[src/rtl/reg_access_arbiter.sv]
// Two-requester round-robin arbiter onto a single register-bank port.
// Define RD_TIMEOUT_EN to compile in the read-response timeout.
module reg_access_arbiter #(
  parameter int unsigned TIMEOUT_CYCLES = 64
) (
  input  logic        clk,
  input  logic        rst,
  input  logic [15:0] m0_addr,
  input  logic [31:0] m0_wdata,
  input  logic        m0_wr,
  input  logic        m0_rd,
  output logic        m0_ready,
  output logic [31:0] m0_rdata,
  output logic        m0_rvalid,
  output logic        m0_err,
  input  logic [15:0] m1_addr,
  input  logic [31:0] m1_wdata,
  input  logic        m1_wr,
  input  logic        m1_rd,
  output logic        m1_ready,
  output logic [31:0] m1_rdata,
  output logic        m1_rvalid,
  output logic        m1_err,
  output logic [15:0] wr_rd_addr,
  output logic        wr_en,
  output logic        rd_en,
  output logic [31:0] wr_data,
  input  logic [31:0] rd_datain,
  input  logic        rd_dvalid
);

  localparam logic [1:0] IDLE    = 2'd0;
  localparam logic [1:0] CMD     = 2'd1;
  localparam logic [1:0] RD_WAIT = 2'd2;

  logic [1:0]  state;
  logic        op_wr;
  logic        port;
  logic        prio;
  logic [15:0] addr_q;
  logic [31:0] data_q;

  logic p0, p1, gnt1, in_cmd;

  assign p0   = m0_wr | m0_rd;
  assign p1   = m1_wr | m1_rd;
  // prio=1 means m1 wins a tie; a lone requester always wins
  assign gnt1 = p1 & (~p0 | prio);

  assign in_cmd     = (state == CMD);
  assign m0_ready   = in_cmd & ~port;
  assign m1_ready   = in_cmd & port;
  assign wr_en      = in_cmd & op_wr;
  assign rd_en      = in_cmd & ~op_wr;
  assign wr_rd_addr = in_cmd ? addr_q : 16'h0;
  assign wr_data    = wr_en ? data_q : 32'h0;

`ifdef RD_TIMEOUT_EN
  localparam logic [15:0] TO_LAST = 16'(TIMEOUT_CYCLES - 1);
  logic [15:0] cnt;
  logic        m0_err_q, m1_err_q;
  logic        to_hit;

  assign to_hit = (cnt == TO_LAST);
  assign m0_err = m0_err_q;
  assign m1_err = m1_err_q;

  always_ff @(posedge clk) begin
    if (rst) begin
      cnt      <= 16'h0;
      m0_err_q <= 1'b0;
      m1_err_q <= 1'b0;
    end else begin
      m0_err_q <= 1'b0;
      m1_err_q <= 1'b0;
      if (state == CMD) begin
        cnt <= 16'h0;
      end else if (state == RD_WAIT && !rd_dvalid) begin
        if (to_hit) begin
          m0_err_q <= ~port;
          m1_err_q <= port;
        end else begin
          cnt <= cnt + 16'h1;
        end
      end
    end
  end
`else
  logic to_hit;
  logic unused_to;

  assign to_hit    = 1'b0;
  assign unused_to = ^16'(TIMEOUT_CYCLES);
  assign m0_err    = 1'b0;
  assign m1_err    = 1'b0;
`endif

  logic        done;
  logic [31:0] done_data;

  assign done      = (state == RD_WAIT) & (rd_dvalid | to_hit);
  assign done_data = rd_dvalid ? rd_datain : 32'hDEAD_BEEF;

  always_ff @(posedge clk) begin
    if (rst) begin
      state     <= IDLE;
      op_wr     <= 1'b0;
      port      <= 1'b0;
      prio      <= 1'b0;
      addr_q    <= 16'h0;
      data_q    <= 32'h0;
      m0_rdata  <= 32'h0;
      m1_rdata  <= 32'h0;
      m0_rvalid <= 1'b0;
      m1_rvalid <= 1'b0;
    end else begin
      m0_rvalid <= 1'b0;
      m1_rvalid <= 1'b0;
      unique case (state)
        IDLE: begin
          if (p0 | p1) begin
            state  <= CMD;
            port   <= gnt1;
            prio   <= ~gnt1;
            op_wr  <= gnt1 ? m1_wr : m0_wr;
            addr_q <= gnt1 ? m1_addr : m0_addr;
            data_q <= gnt1 ? m1_wdata : m0_wdata;
          end
        end
        CMD: begin
          state <= op_wr ? IDLE : RD_WAIT;
        end
        RD_WAIT: begin
          if (done) begin
            state <= IDLE;
            if (port) begin
              m1_rdata  <= done_data;
              m1_rvalid <= 1'b1;
            end else begin
              m0_rdata  <= done_data;
              m0_rvalid <= 1'b1;
            end
          end
        end
        default: state <= IDLE;
      endcase
    end
  end

endmodule

[config.mk]
export PLATFORM = sky130hd
export DESIGN_NAME = reg_access_arbiter
export DESIGN_NICKNAME = d
export VERILOG_FILES = /design/src/rtl/reg_access_arbiter.sv
export SDC_FILE = /design/constraint.sdc
export NUM_CORES = 1
export LEC_CHECK = 0
export CELL_PAD_IN_SITES_DETAIL_PLACEMENT = 1
export CELL_PAD_IN_SITES_GLOBAL_PLACEMENT = 1
export CORE_MARGIN = 1
export CORE_UTILIZATION = 28
export CTS_BUF_LIST = sky130_fd_sc_hd__clkbuf_16
export DETAILED_ROUTE_END_ITERATION = 10
export GPL_TIMING_DRIVEN = 0
export PLACE_DENSITY_LB_ADDON = 0.1
export SETUP_SLACK_MARGIN = 0.2
export SYNTH_ARGS = -nofsm -noshare
export SYNTH_HDL_FRONTEND = slang
export SYNTH_SLANG_ARGS = --single-unit
[constraint.sdc]
create_clock -name clk -period 2.1 [get_ports clk]
set_input_delay 0.315 -clock clk [delete_from_list [all_inputs] [get_ports clk]]
set_output_delay 0.315 -clock clk [all_outputs]
set_load 0.05 [all_outputs]
-- Yosys cells after proc, flatten, opt, wreduce, memory -nomap -nowiden
Index checks and enable logic that the tools add are counted.
- eq/ne operators: 4
- multiplexer cells: 12
- bitwise logic cells: 16
- reductions and logical operators: 6
- operators by type and width (operator ; number):
    $mux W32 ; 3
    $mux W16 ; 2
    $and A1 B1 Y1 ; 6
    $mux W2 ; 3
    $not A1 Y1 ; 6
    $pmux W2 S3 ; 1
    $reduce_and A3 Y1 ; 2
    $ne A2 B2 Y1 const B ; 2
    $or A1 B1 Y1 ; 4
    $reduce_and A2 Y1 ; 2
    $mux W1 ; 3
    $reduce_or A3 Y1 ; 1
    $eq A2 B1 Y1 const B ; 1
    $eq A2 B2 Y1 const B ; 1
    $logic_not A2 Y1 ; 1
- register bits after elaboration: 119
- input port bits: 135
- output and inout port bits: 120
- logic and storage cells: 48

-- Logic depth before layout (Yosys ltp)
Gate-level depths: netlist of the first run.
- depth in word-level cells: 5
- depth in mapped cells: 7
- gate-level depth less buffers: 3

-- Worst setup path before layout of the first run
No wires, ideal clock.
- kind: register -> output
- start point: register state[0]
- end point: output wr_data[0]
- arrival: 1.532 ns
- data required time: 1.785 ns
- setup slack: 0.253 ns
- stages on the path, launching flop included: 5
- path buffers: 2
- path through: dfxtp_1 > clkbuf_1 > nor2b_1 > clkbuf_1 > and3_1
- cells in the longest elaborated chain, start to end: 3
- ends and longest elaborated chain (element ; line ; RTL):
    start, declared ; 36 ; logic [1:0] state;
    start signal, assigned ; 131 ; state <= op_wr ? IDLE : RD_WAIT;
    $eq A2 B1 Y1 ; 50 ; assign in_cmd = (state == CMD);
    $and A1 B1 Y1 ; 53 ; assign wr_en = in_cmd & op_wr;
    $mux W32 ; 56 ; assign wr_data = wr_en ? data_q : 32'h0;
    end, declared ; 27 ; output logic [31:0] wr_data,
Every way passes these cells.

-- Worst setup path in the final report of the first run
- start point: register state[0]
- end point: output wr_data[15]
The elaborated chain is that of the path after synthesis.

==> PnR_summary.wiki, run 1 <==
{| class="wikitable"
! Metric !! Value
|-
| Count of filler cells inserted in the layout || between 1.5k and 2k
|-
| Starting density of the core || 28.5%
|-
| Setup-violating endpoint count in the final report || 0
|-
| Post-synthesis cell area || 4910 um^2
|-
| Floorplan Core Area || 17200 um^2
|-
| Fin worst setup slack || around 0.11 ns
|-
| Number of global-route vias before repair || 5706
|-
| Max rail drop VDD || 0.000582 V
|-
| Met1 Track Usage GR || 25.2%
|-
| Buffers added on ports || 251
|-
| FF-to-FF path depth || 7
|-
| Sequential-to-total area share from yosys stat || 48.5%
|-
| Critical Path Sink Type || primary output
|-
| GRT Residual Overflow || 0
|-
| Yosys warns || 0
|-
| P per Cell Area || 741 nW/um^2
|-
| Data required time of the worst path || 1.78 ns
|-
| Maximum level of the CTS H-tree || 4
|-
| Sw frac || around 29%
|-
| First-iteration detailed-routing DRC count || 138
|-
| Min-Delay Path Class || in -> reg
|-
| Average vias per placed instance || 5.05
|-
| Number of antenna violations at the first check in global routing || 0
|-
| Clock tree from TritonCTS || built
|-
| Clock transition at the registers of the reported paths || 0.06 ns
|-
| 1st-pass router iterations || 5
|-
| Die Ht || 134 um
|-
| Ant. Diodes || 0
|-
| Count of unique library cells instantiated by Yosys || 32
|-
| Number of sinks driven by the clock tree || 119
|-
| Part of the cycle the worst path needs || 94.9%
|-
| FF-to-FF Start || state[0]
|-
| Synthesized area per cell || 8.90 um^2
|-
| Worst Hold Margin || slightly above 0.4 ns
|-
| Post-placement worst setup slack || -0.842 ns
|-
| Arrival time at the worst endpoint || 1.68 ns
|-
| Standard-cell row count || 48
|-
| Power share of the sequential group || 37.6%
|-
| Global-route wire length before repair || between 30 and 40 mm
|-
| Lkg Pwr || 4.08 nW
|-
| Flop and latch count out of synthesis || 119
|-
| Final Wtd Congestion || 0.827
|-
| Flop2flop setup slack || 0.24 ns
|-
| Floorplan die area || approximately 18000 um^2
|-
| Endpoint of the worst setup timing path || wr_data[15]
|-
| Capture point of the worst reg-to-reg path || addr_q[3]
|-
| GRT Total Usage || 22.8%
|-
| Total Power || 6.74 mW
|-
| Internal power consumption || around 4.8 mW
|-
| Estimated wirelength of the detail-placed design || 14.8 mm
|-
| Total net switching power || 1.98 mW
|-
| Part of the power in the clock network || ~40%
|-
| Fin nets || 970
|-
| Worst-case clock buffer depth || 2
|-
| Crit path launch || state[0]
|-
| Clock latency of the later-clocked register in the worst-skew pair || 0.42 ns
|-
| Post-detailed-routing wire length || ~21 mm
|-
| Combinational Power Share || between 20% and 30%
|-
| Max-capacitance violation count || 0
|-
| Setup repair after global routing missed its margin || yes
|-
| CTS root buf || sky130_fd_sc_hd__clkbuf_16
|-
| Pins over their slew limit || 0
|-
| Number of CTS-inserted buffers || 17
|-
| Worst slew slack as a fraction of its limit || 56.9%
|-
| Global routing met2 resource utilization || 40.6%
|-
| Width of the die || 134 um
|-
| Met3 Track Usage GR || under 10%
|-
| # IOs || about 260
|-
| Routed length per placed instance || a little under 20 um
|-
| Largest fanout on the critical path || 5
|-
| Pin count of the biggest net entering global routing || 17
|-
| Overall via count from detail_route || ~5.4k
|-
| Final hold viol count || 0
|-
| Shortest period the worst path allows || between 1.5 and 2 ns
|-
| Area growth from synthesis to final layout || 85.1%
|-
| Startpoint class of the critical path || flip-flop
|-
| Category of the critical setup timing path || reg -> out
|-
| Worst Max-Slew Pin Slew || 0.646 ns
|-
| Worst hold path depth || 3
|-
| Fraction of layout instances using a drive strength above 1 || 23.7%
|-
| Clock Skews || 0.00572 ns
|-
| Outcome || complete, no violations
|-
| DRC || 0
|-
| Layer with the highest usage || met2
|-
| Post-Syn Instances || 552
|-
| DRT antenna net count || 0
|-
| Highest Clock Rate || 0.502 GHz
|}
-- Yosys cell counts (all sizes together) --
cell,n,area share [%]
nand2,129,9.9
dfxtp,119,48
a21oi,67,6.9
a221o,48,9.8
nor4b,48,8.6
clkbuf,43,3.3
and3,32,4.1
and2,18,2.3
buf,18,2.5
nor2,8,0.61
nor3b,2,0.31
o21ba,2,0.41
o31ai,2,0.31
or4,2,0.31
a211oi,1,0.25
a21o,1,0.15
a22o,1,0.18
and3b,1,0.18
and4b,1,0.20
conb,1,0.076
nand2b,1,0.13
nand3b,1,0.15
nand4b,1,0.18
nand4bb,1,0.23
nor2b,1,0.13
nor4bb,1,0.20
or2,1,0.13
or3,1,0.13
-- per-layer routing --
| layer | vias to the layer above | part of all wire [%] |
|---|---|---|
| met2 | 169 | 52 |
| met1 | 2660 | 39 |
| met4 | 0 | 2.0 |
| met5 | - | 0 |
| met3 | 32 | 6.3 |
| li1 | 2556 | - |
-- worst max-delay path, cell delays in order (launching register included) --
cell and delay [ns]:
sky130_fd_sc_hd__dfxtp_2 0.34, sky130_fd_sc_hd__buf_8 0.11, sky130_fd_sc_hd__nor2b_4 0.18, sky130_fd_sc_hd__buf_6 0.16, sky130_fd_sc_hd__clkbuf_8 0.15, sky130_fd_sc_hd__and3_1 0.17, sky130_fd_sc_hd__buf_6 0.16
-- worst min path at each step --
stage,to,startpoint
5_1_grt,m0_rvalid,rst
3_5_place_dp,m0_rdata[27],m0_rdata[27]
3_3_place_gp,m1_rdata[9],m1_rdata[9]
6_report,m1_rvalid,rst
4_1_cts,m0_rvalid,rst
2_1_floorplan,addr_q[0],addr_q[0]
-- flip-flops by register name (all words and copies together) (netlist names) --
signal	flops
m0_rdata	32
m0_rvalid	1
op_wr	1
m1_rdata	32
port	1
prio	1
data_q	32
state	2
addr_q	16
m1_rvalid	1
-- power by group through the flow --
stage	clock, mW	combinational, mW	sequential, mW
3_5_place_dp	0	1.26	2.56
3_3_place_gp	0	1.23	2.55
2_1_floorplan	0	0.621	2.61
6_report	2.69	1.51	2.54
4_1_cts	2.75	1.42	2.52
5_1_grt	2.85	1.59	2.55
-- layout by cell type, fill, tap and decap left out, types with 2 or more instances in the layout --
cell,n
sky130_fd_sc_hd__dfxtp_2,2
sky130_fd_sc_hd__and3_4,30
sky130_fd_sc_hd__clkbuf_2,15
sky130_fd_sc_hd__nand2_1,129
sky130_fd_sc_hd__and2_4,13
sky130_fd_sc_hd__a221o_1,48
sky130_fd_sc_hd__nor4b_2,12
sky130_fd_sc_hd__clkbuf_1,19
sky130_fd_sc_hd__buf_2,10
sky130_fd_sc_hd__dlymetal6s2s_1,33
sky130_fd_sc_hd__nor4b_4,2
sky130_fd_sc_hd__buf_4,12
sky130_fd_sc_hd__nor3b_1,2
sky130_fd_sc_hd__clkinv_1,2
sky130_fd_sc_hd__nor2_1,7
sky130_fd_sc_hd__dlygate4sd2_1,31
sky130_fd_sc_hd__buf_8,50
sky130_fd_sc_hd__clkdlybuf4s50_1,135
sky130_fd_sc_hd__o31ai_1,2
sky130_fd_sc_hd__clkinv_2,3
sky130_fd_sc_hd__and2_1,5
sky130_fd_sc_hd__o21ba_2,2
sky130_fd_sc_hd__conb_1,2
sky130_fd_sc_hd__nor4b_1,34
sky130_fd_sc_hd__and3_1,2
sky130_fd_sc_hd__a21oi_1,66
sky130_fd_sc_hd__clkinvlp_4,5
sky130_fd_sc_hd__inv_1,2
sky130_fd_sc_hd__clkbuf_16,19
sky130_fd_sc_hd__buf_6,14
sky130_fd_sc_hd__dfxtp_1,117
-- kinds of logic after synthesis --
group                  share of synthesized area [%]
AOI/OAI and AO/OA                               18.0
buffers and inverters                           5.81
other                                         0.0763
DFF                                             48.5
and+or+nand+nor                                 27.7
-- area by class of cell --
cell class | instances | area (um^2) | share of cell area, %
timing repair buffer | 263 | 2910 | 32.0
multi-input combinational | 373 | 2570 | 28.2
sequential | 119 | 2380 | 26.2
clock buffer | 17 | 425 | 4.68
buffer | 61 | 408 | 4.48
tap | 225 | 282 | 3.10
clock inverter | 15 | 115 | 1.27
-- repair_timing --
action                                 CTS  global route
resized for setup                      488           112
pin swaps                                4             3
setup endpoints to repair              134           141
endpoints found under the hold margin    0             0
gates cloned                             3             1
buffers inserted                         8             0
hold buffers                             0             0
-- per-stage QoR --
stage | util (%) | instances | setup TNS, ns | area [um^2]
after floorplan | - | 553 | 0 | 4920
after global placement | 44.7 | 1029 | -41.77 | 7710
after detailed placement | 44.7 | 1029 | -50.63 | 7710
after CTS | 50.8 | 1072 | 0 | 8750
after global routing | 52.8 | 1073 | 0 | 9090
final | 52.8 | 1073 | 0 | 9090
Power figures use the tool's default switching activity.
==> inputs of run 2 (changes only) <==
CTS_CLUSTER_DIAMETER = 30   (was default)
==> results of run 2 <==
Final layout, timing and power as in run 1 (identical DEF).
==> inputs of run 3 (changes only) <==
CORE_MARGIN = 2   (was 1)
SKIP_CTS_REPAIR_TIMING = 1   (was default)
==> run 3 against run 2 <==
First-iteration DRC count is 36% higher. Final area is 1.5% lower. Die area is 3.0% higher. Worst hold slack worse by 0.0049 ns. Sequential power hardly changed. Fmax is 0.59% higher. Clock skew is 0.0015 ns higher. Largest cell class unchanged. Combinational power is 7% lower. Wire length is 3.5% lower. Critical path depth stayed put. Highest routed layer unchanged.
==> PnR_summary.wiki, run 3 (synthesis results as in run 1) <==
{| class="wikitable"
! Metric !! Value
|-
| Worst slew slack as a fraction of its limit || 59.8% (was 56.9%)
|-
| Standard-cell row count || 48 (unchanged)
|-
| Starting density of the core || 28.5% (unchanged)
|-
| Sw frac || 29.4% (about the same)
|-
| Internal power consumption || 4.72 mW (was 4.76 mW)
|-
| Width of the die || 136 um (was 134 um)
|-
| Clock latency of the later-clocked register in the worst-skew pair || 0.42 ns (about the same)
|-
| Capture point of the worst reg-to-reg path || m0_rdata[18] (was addr_q[3])
|-
| Worst hold path depth || 3 (unchanged)
|-
| Power share of the sequential group || 37.8% (was 37.6%)
|-
| Design area || 8960 um^2 (was 9090 um^2)
|-
| Commonest non-fill, non-tap cells in the layout || 136 x sky130_fd_sc_hd__clkdlybuf4s50_1, 129 x sky130_fd_sc_hd__nand2_1, 117 x sky130_fd_sc_hd__dfxtp_1 (was 135 x sky130_fd_sc_hd__clkdlybuf4s50_1, 129 x sky130_fd_sc_hd__nand2_1, 117 x sky130_fd_sc_hd__dfxtp_1)
|-
| Clock tree from TritonCTS || built (unchanged)
|-
| Number of antenna violations at the first check in global routing || 0 (unchanged)
|-
| Outcome || complete, no violations (unchanged)
|-
| Global-route wire length before repair || 29.8 mm (was 31.5 mm)
|-
| Most common library cell in the layout ignoring fill and taps || sky130_fd_sc_hd__clkdlybuf4s50_1 (unchanged)
|-
| Routed length per placed instance || 19.1 um (was 19.7 um)
|-
| End point of the most critical hold path || m1_rvalid (unchanged)
|-
| Total net switching power || 1.97 mW (was 1.98 mW)
|-
| P per Cell Area || 747 nW/um^2 (was 741 nW/um^2)
|-
| Worst Max-Slew Pin Slew || 0.603 ns (was 0.646 ns)
|-
| Floorplan Core Area || 17200 um^2 (unchanged)
|-
| Part of the power in the clock network || 41.3% (was 40.0%)
|-
| Fraction of layout instances using a drive strength above 1 || 20.4% (was 23.7%)
|-
| # IOs || 255 (unchanged)
|-
| GRT Residual Overflow || 0 (unchanged)
|-
| Category of the critical setup timing path || reg -> out (unchanged)
|-
| FF-to-FF path depth || 7 (unchanged)
|-
| HP Start || rst (unchanged)
|-
| FF-to-FF Start || state[0] (unchanged)
|-
| Flop2flop setup slack || 0.20 ns (was 0.24 ns)
|-
| DRT antenna net count || 0 (unchanged)
|-
| Average vias per placed instance || 5.00 (was 5.05)
|-
| Final Wtd Congestion || 0.758 (was 0.827)
|-
| Count of filler cells inserted in the layout || 1921 (was 1922)
|-
| Min-Delay Path Class || in -> reg (unchanged)
|-
| Area growth from synthesis to final layout || 82.3% (was 85.1%)
|-
| Final standard cell count with taps included and fillers excluded || 1067 (was 1073)
|-
| Post-placement worst setup slack || -0.840 ns (was -0.842 ns)
|-
| Part of the cycle the worst path needs || 94.4% (was 94.9%)
|-
| Number of CTS-inserted buffers || 17 (unchanged)
|-
| First-iteration detailed-routing DRC count || 187 (was 138)
|-
| Worst-case clock buffer depth || 2 (unchanged)
|-
| Highest Clock Rate || 0.505 GHz (was 0.502 GHz)
|-
| Setup-violating endpoint count in the final report || 0 (unchanged)
|-
| Worst Hold Margin || 0.410 ns (was 0.415 ns)
|-
| Largest fanout on the critical path || 10 (was 5)
|-
| Combinational Power Share || 20.9% (was 22.4%)
|-
| GRT Total Usage || 21.0% (was 22.8%)
|-
| Maximum level of the CTS H-tree || 4 (unchanged)
|-
| Critical Path Sink Type || primary output (unchanged)
|-
| Number of global-route vias before repair || 5478 (was 5706)
|-
| Data required time of the worst path || 1.78 ns (about the same)
|-
| Clock Skews || 0.00720 ns (was 0.00572 ns)
|-
| Max rail drop VDD || 0.000580 V (was 0.000582 V)
|-
| Shortest period the worst path allows || 1.98 ns (was 1.99 ns)
|-
| Overall via count from detail_route || 5331 (was 5417)
|-
| Pins over their slew limit || 0 (unchanged)
|-
| Floorplan die area || 18600 um^2 (was 18100 um^2)
|-
| Buffers added on ports || 251 (unchanged)
|-
| Total Power || 6.69 mW (was 6.74 mW)
|-
| Post-detailed-routing wire length || 20.4 mm (was 21.1 mm)
|-
| Final hold viol count || 0 (unchanged)
|-
| Startpoint class of the critical path || flip-flop (unchanged)
|-
| Fin nets || 964 (was 970)
|-
| Number of sinks driven by the clock tree || 119 (unchanged)
|-
| Ant. Diodes || 0 (unchanged)
|-
| Clock transition at the registers of the reported paths || 0.06 ns (about the same)
|-
| Estimated wirelength of the detail-placed design || 14.9 mm (was 14.8 mm)
|-
| Lkg Pwr || 4.40 nW (was 4.08 nW)
|-
| Setup repair after global routing missed its margin || yes (unchanged)
|-
| Fin worst setup slack || 0.118 ns (was 0.106 ns)
|-
| 1st-pass router iterations || 4 (was 5)
|-
| Post-placement cell count || 1029 (unchanged)
|-
| Placed Instance Area || 7710 um^2 (unchanged)
|-
| CTS root buf || sky130_fd_sc_hd__clkbuf_16 (unchanged)
|-
| Max-capacitance violation count || 0 (unchanged)
|-
| Pin count of the biggest net entering global routing || 17 (unchanged)
|-
| Biggest regs || data_q x32, m0_rdata x32, m1_rdata x32 (unchanged)
|-
| Arrival time at the worst endpoint || 1.67 ns (was 1.68 ns)
|-
| Die Ht || 136 um (was 134 um)
|-
| DRC || 0 (unchanged)
|}
[run 3: power by group through the flow]
| stage | clock (mW) | sequential [mW] | combinational [mW] |
|---|---|---|---|
| 6_report | 2.76 | 2.53 | 1.40 |
| 2_1_floorplan | 0 | 2.61 | 0.621 |
| 5_1_grt | 2.94 | 2.55 | 1.48 |
| 4_1_cts | 2.81 | 2.52 | 1.26 |
| 3_3_place_gp | 0 | 2.56 | 1.22 |
| 3_5_place_dp | 0 | 2.57 | 1.25 |
[run 3: worst max path at each step]
stage,start,end,slack (ns),cells past startpoint
3_5_place_dp,state[0],wr_data[14],-0.84,5
6_report,state[0],wr_data[21],0.12,6
3_3_place_gp,state[0],wr_data[17],-0.77,5
4_1_cts,state[0],wr_data[14],-1.30,5
5_1_grt,state[0],wr_data[21],0.05,6
2_1_floorplan,state[0],wr_data[0],0.25,4
[run 3: layout make-up]
cell class	count	area [um^2]	area share [%]
sequential	119	2380	26.6
tap	225	282	3.14
clock inverter	15	129	1.44
clock buffer	17	425	4.75
multi-input combinational	373	2430	27.2
timing repair buffer	257	2930	32.8
buffer	61	369	4.12
[run 3: through the flow]
stage	util (%)	TNS, ns
after floorplan	-	0
after global placement	44.7	-42.72
after detailed placement	44.7	-49.94
after CTS	48.0	-62.04
after global routing	52.0	0
final	52.0	0
[run 3: metal layers]
layer	vias to the layer above	GRT usage, %	part of all wire (%)
met5	-	0	0
met2	173	36.9	52
li1	2543	-	-
met3	22	6.86	6.7
met4	0	6.48	1.3
met1	2593	24.0	40
[run 3: critical path: stages, from the launching register on]
cell,delay [ns]
sky130_fd_sc_hd__dfxtp_2,0.34
sky130_fd_sc_hd__buf_6,0.12
sky130_fd_sc_hd__nor2b_4,0.18
sky130_fd_sc_hd__buf_6,0.13
sky130_fd_sc_hd__buf_8,0.13
sky130_fd_sc_hd__and3_4,0.20
sky130_fd_sc_hd__buf_8,0.14
